--- src/rtl/demux16_stream_if.sv ---
// Stream bundle for demux16_stream: one steered input stream, two output streams, occupancy counts.
// Latency: none (signal bundle only).
// Backpressure: carried by in_ready / outA_ready / outB_ready.
// Ports: in/select/in_valid/in_ready (producer), outA*/outB* (consumers), countA/countB (status).
interface demux16_stream_if #(
    parameter int WIDTH = 16,
    parameter int CNTW  = 2
);
    logic [WIDTH-1:0] in;
    logic             select;
    logic             in_valid;
    logic             in_ready;
    logic [WIDTH-1:0] outA;
    logic             outA_valid;
    logic             outA_ready;
    logic [WIDTH-1:0] outB;
    logic             outB_valid;
    logic             outB_ready;
    logic [CNTW-1:0]  countA;
    logic [CNTW-1:0]  countB;

    // Environment side: drives the producer and both consumers.
    modport master (
        output in, select, in_valid, outA_ready, outB_ready,
        input  in_ready, outA, outA_valid, outB, outB_valid, countA, countB
    );

    // Demux side.
    modport slave (
        input  in, select, in_valid, outA_ready, outB_ready,
        output in_ready, outA, outA_valid, outB, outB_valid, countA, countB
    );
endinterface

--- src/rtl/demux16_stream.sv ---
// Buffered 1-to-2 word demux: each word goes to FIFO A (select=0) or FIFO B (select=1).
// Latency: 1 cycle from accepted push to outX_valid; no combinational in->out path.
// Backpressure: in_ready reflects only the selected FIFO's registered count (full refuses, no pop bypass).
// Ports: clk, reset (sync, active-high), bus (slave view of demux16_stream_if).
module demux16_stream #(
    parameter int WIDTH = 16,
    parameter int DEPTH = 2,
    parameter int CNTW  = $clog2(DEPTH + 1)
) (
    input  logic                 clk,
    input  logic                 reset,
    demux16_stream_if.slave      bus
);
    localparam int              PW   = $clog2(DEPTH);
    localparam logic [CNTW-1:0] FULL = CNTW'(DEPTH);
    localparam logic [CNTW-1:0] ONE  = CNTW'(1);

    logic [WIDTH-1:0] mem_a [DEPTH];
    logic [WIDTH-1:0] mem_b [DEPTH];
    logic [PW-1:0]    wr_a, rd_a, wr_b, rd_b;
    logic [CNTW-1:0]  cnt_a, cnt_b;
    logic             push_a, push_b, pop_a, pop_b;
    logic             accept;

    // Ready depends on registered counts only, so a full FIFO stays closed
    // even when its consumer is draining it in the same cycle.
    assign bus.in_ready = bus.select ? (cnt_b < FULL) : (cnt_a < FULL);
    assign accept       = bus.in_valid && bus.in_ready;

    assign push_a = accept && !bus.select;
    assign push_b = accept &&  bus.select;
    assign pop_a  = (cnt_a != '0) && bus.outA_ready;
    assign pop_b  = (cnt_b != '0) && bus.outB_ready;

    // Storage is not reset; the counts decide what is visible.
    always_ff @(posedge clk) begin
        if (!reset && push_a) mem_a[wr_a] <= bus.in;
        if (!reset && push_b) mem_b[wr_b] <= bus.in;
    end

    // DEPTH is a power of two, so natural pointer overflow is the modulo wrap.
    always_ff @(posedge clk) begin
        if (reset) begin
            wr_a  <= '0;
            rd_a  <= '0;
            wr_b  <= '0;
            rd_b  <= '0;
            cnt_a <= '0;
            cnt_b <= '0;
        end else begin
            if (push_a) wr_a <= wr_a + 1'b1;
            if (pop_a)  rd_a <= rd_a + 1'b1;
            if (push_b) wr_b <= wr_b + 1'b1;
            if (pop_b)  rd_b <= rd_b + 1'b1;

            case ({push_a, pop_a})
                2'b10:   cnt_a <= cnt_a + ONE;
                2'b01:   cnt_a <= cnt_a - ONE;
                default: cnt_a <= cnt_a;
            endcase

            case ({push_b, pop_b})
                2'b10:   cnt_b <= cnt_b + ONE;
                2'b01:   cnt_b <= cnt_b - ONE;
                default: cnt_b <= cnt_b;
            endcase
        end
    end

    // Head words are forced to zero when empty so stale storage never shows.
    assign bus.outA       = (cnt_a != '0) ? mem_a[rd_a] : '0;
    assign bus.outB       = (cnt_b != '0) ? mem_b[rd_b] : '0;
    assign bus.outA_valid = (cnt_a != '0);
    assign bus.outB_valid = (cnt_b != '0);
    assign bus.countA     = cnt_a;
    assign bus.countB     = cnt_b;
endmodule

--- src/flat_wrapper.sv ---
// flat-port wrapper written by rule: the top's interface ports become plain ports
module demux16_stream_flat 
#(
    parameter int WIDTH = 16,
    parameter int DEPTH = 2,
    parameter int CNTW  = $clog2(DEPTH + 1)
)
  (clk, reset, bus_in, bus_select, bus_in_valid, bus_outA_ready, bus_outB_ready, bus_in_ready, bus_outA, bus_outA_valid, bus_outB, bus_outB_valid, bus_countA, bus_countB);
  demux16_stream_if #(.WIDTH(WIDTH), .CNTW(CNTW)) bus_i ();
  input  logic clk;
  input  logic reset;
  input wire logic [$bits(bus_i.in)-1:0] bus_in;
  input wire logic [$bits(bus_i.select)-1:0] bus_select;
  input wire logic [$bits(bus_i.in_valid)-1:0] bus_in_valid;
  input wire logic [$bits(bus_i.outA_ready)-1:0] bus_outA_ready;
  input wire logic [$bits(bus_i.outB_ready)-1:0] bus_outB_ready;
  output wire logic [$bits(bus_i.in_ready)-1:0] bus_in_ready;
  output wire logic [$bits(bus_i.outA)-1:0] bus_outA;
  output wire logic [$bits(bus_i.outA_valid)-1:0] bus_outA_valid;
  output wire logic [$bits(bus_i.outB)-1:0] bus_outB;
  output wire logic [$bits(bus_i.outB_valid)-1:0] bus_outB_valid;
  output wire logic [$bits(bus_i.countA)-1:0] bus_countA;
  output wire logic [$bits(bus_i.countB)-1:0] bus_countB;
  assign bus_i.in = bus_in;
  assign bus_i.select = bus_select;
  assign bus_i.in_valid = bus_in_valid;
  assign bus_i.outA_ready = bus_outA_ready;
  assign bus_i.outB_ready = bus_outB_ready;
  assign bus_in_ready = bus_i.in_ready;
  assign bus_outA = bus_i.outA;
  assign bus_outA_valid = bus_i.outA_valid;
  assign bus_outB = bus_i.outB;
  assign bus_outB_valid = bus_i.outB_valid;
  assign bus_countA = bus_i.countA;
  assign bus_countB = bus_i.countB;
  demux16_stream #(.WIDTH(WIDTH), .DEPTH(DEPTH), .CNTW(CNTW)) u_core (.clk(clk), .reset(reset), .bus(bus_i));
endmodule
--- config.mk ---
export PLATFORM = sky130hd
export DESIGN_NAME = demux16_stream_flat
export DESIGN_NICKNAME = d
export VERILOG_FILES = /design/src/rtl/demux16_stream_if.sv /design/src/rtl/demux16_stream.sv /design/src/flat_wrapper.sv
export SDC_FILE = /design/constraint.sdc
export NUM_CORES = 1
export LEC_CHECK = 0
export ABC_CLOCK_PERIOD_IN_PS = 2750
export CAP_MARGIN = 20
export CORE_MARGIN = 2
export CORE_UTILIZATION = 45
export CTS_CLUSTER_DIAMETER = 50
export CTS_CLUSTER_SIZE = 25
export DETAILED_ROUTE_END_ITERATION = 10
export MAX_ROUTING_LAYER = met4
export PLACE_DENSITY = 0.73
export REMOVE_ABC_BUFFERS = 1
export SYNTH_ARGS = -nofsm -noshare
export SYNTH_HDL_FRONTEND = slang
export SYNTH_SLANG_ARGS = --single-unit
--- constraint.sdc ---
create_clock -name clk -period 2.75 [get_ports clk]
set_clock_uncertainty 0.1 [all_clocks]
set_input_delay 0.4125 -clock clk [delete_from_list [all_inputs] [get_ports clk]]
set_output_delay 0.4125 -clock clk [all_outputs]
set_load 0.02 [all_outputs]
==> flow_metrics.py <==
metrics = {
    "outcome": {
        "status": "finished, final reports clean",
    },
    "pwr": {
        "irDropWorstVdd_v": 0.000542,
        "p_per_area_mw_per_mm2": 971,
        "power.leakage_uw": 0.00133,
        "power_uw": 3770,
    },
    "placed_design": {
        "dp_slack_ps": 355,
        "dpl.hpwl_um": 3560,
        "routabilityCongestion": 0.696,
        "port_buffers": 60,
    },
    "clocking": {
        "cts_buffer_depth": 2,
        "clock-root-buffer": "clkbuf_8",
        "cts_tree": "done",
        "cts_buffers": 9,
        "ctsHtreeMaxLevel": 3,
        "post_cts_buffers": 0,
        "clk_pin_slew_worst_paths_ps": 70,
        "hold_buffers": 0,
        "cts_resized": 0,
        "clock-sinks": 74,
        "clock_latency_ps": 340,
    },
    "floorplanning": {
        "dieHeight_um": 83.8,
        "core-area_mm2": 0.00624,
        "dieArea_mm2": 0.00703,
        "die_x_um": 83.8,
        "ios": 61,
        "initial_utilization_pct": 46.0,
        "rows": 29,
    },
    "sta": {
        "fmax_ghz": 0.405,
        "hold_viol_final": 0,
        "period_share_pct": 89.7,
        "setup_violations": 0,
        "tightest_slew_ps": 462,
        "min_period_ps": 2470,
        "setup_tns_ps": 0,
        "worst_hold_slack_ps": 413,
        "finalMaxSlewViolations": 0,
        "rsz0062_at_grt": "false",
        "slew_headroom_pct": 69.2,
        "finalWorstSetupSlack_ps": 284,
    },
    "global_routing": {
        "grt_pass1_wl_um": 8670,
        "use_met2_pct": 27.1,
        "grt_util_met1_pct": 20.7,
        "track_usage_pct": 17.1,
        "grt_antenna_before_repair": 0,
        "first_global_vias": 1763,
        "grt_max_degree": 18,
        "grt_overflow": 0,
        "gr-max-usage-layer": "met2",
        "met3_usage_pct": 4.45,
    },
    "detailed_routing": {
        "wl_per_cell_um": 15.8,
        "vias": 1717,
        "drcViolationCount": 0,
        "wl_um": 5460,
        "drtPass1Iterations": 4,
        "drt_iter0_markers": 121,
        "antenna_left": 0,
        "viasPerCell": 4.98,
    },
    "synth": {
        "avgSynthCellArea_um2": 15.3,
        "yosysWarningCount": 0,
        "synthSimpleGateAreaFrac_pct": 8.29,
        "synthCells": 188,
        "synth_top_area_share_pct": 67.0,
        "synth-seq-area-share_pct": 74.0,
        "synth_adder_area_share_pct": 0.872,
        "synthDistinctLibCells": 22,
        "ys_top_cells_by_area": "edfxtp_1 67%, mux2i_1 12%, dfxtp_1 7.0%",
        "synth_mux_area_share_pct": 11.5,
        "synth_compound_area_share_pct": 1.22,
        "synth_top_family_by_area": "multiplexers",
        "synth_seq_cells": 74,
        "synth_xor_area_share_pct": 2.14,
        "synth_area_mm2": 0.00287,
        "yosys.area.top_type": "edfxtp_1",
    },
    "cells_and_area": {
        "mostFrequentLayoutCells": "64 x edfxtp_1, 60 x clkdlybuf4s50_1, 41 x nor2_1",
        "area_delta_synth_final_pct": 35.3,
        "fin_nets": 288,
        "antenna_cells": 0,
        "drive_above_1_share_pct": 11.9,
        "layout_commonest_cell": "edfxtp_1",
    },
    "worst_setup_path": {
        "crit_type": "flip-flop to output port",
        "critPathArrivalTime_ps": 1950,
        "worstSetupEndpointType": "output port",
        "setup.worst_path.start_class": "flip-flop",
        "path_max_fanout": 11,
        "cp.required_ps": 2240,
    },
    "flow_run": {
        "maxCapViolCount": 0,
    },
    "worst_hold_path": {
        "hold_class": "flip-flop to flip-flop",
    },
}
[path summary, 6_finish.rpt]
path,from,end,slack (ps),cells after the start
setup reg to reg,u_core.bus.countB[1],u_core.bus.countB[1],850,6
hold / removal,u_core.rd_a,u_core.rd_a,410,2
hold reg to reg,u_core.rd_a,u_core.rd_a,410,2
setup / recovery,u_core.bus.countB[0],bus_outB[15],280,4
[layout make-up]
class	instances	area [um^2]
multi-input combinational	102	719
inverter	4	15.0
sequential	74	2120
clock inverter	5	104
tap	77	96.3
clock buffer	10	128
fill	486	2360
timing repair buffer	73	698
[routing by layer]
layer	wire length (um)	share of wire, %	up-vias
met4	91	1.7	0
li1	-	-	829
met1	2410	44	837
met3	206	3.8	8
met2	2750	50	43
met5	0	0	-
[sequential cells by signal, summed over array words and instances, names as in the netlist, named ones only]
register,cells
u_core.rd_b,1
u_core.wr_a,1
u_core.rd_a,1
u_core.bus.countA,2
u_core.mem_b,32
u_core.mem_a,32
u_core.bus.countB,2
u_core.wr_b,1
[worst max-delay path: stages (launching register included)]
cell and delay, ps:
dfxtp_1 380, nor2_2 390, buf_4 260, nor2_1 60, clkdlybuf4s50_1 530
[Yosys cell counts, drive strengths merged]
master / count
nor4: 1
nor2: 42
and4b: 1
xor2: 5
or3: 2
nand2: 2
nand3b: 1
or3b: 1
nor4b: 1
nor4bb: 1
inv: 4
mux2i: 33
a21oi: 3
dfxtp: 10
edfxtp: 64
or2: 1
o21ai: 4
clkbuf: 2
xnor2: 2
buf: 6
ha: 2
[cell families after synthesis]
| family | Yosys count |
|---|---|
| buf+inv | 12 |
| fa+ha+maj | 2 |
| mux | 33 |
| simple gates | 53 |
| xor+xnor | 7 |
| flops | 74 |
| compound gates | 7 |
[stage by stage]
step                util, %  cells  area (um^2)
floorplan                 -    180         2830
global placement       58.5    330         3650
detailed placement     58.5    330         3650
CTS                    62.2    345         3880
global route           62.2    345         3880
finish                 62.2    345         3880
[report_power, final]
| group | total (uW) | switching, uW | internal [uW] |
|---|---|---|---|
| logic | 1440 | 775 | 664 |
| registers | 1360 | 55.0 | 1300 |
| clock network | 970 | 372 | 598 |
No activity file was read; power rests on OpenSTA's default activity.
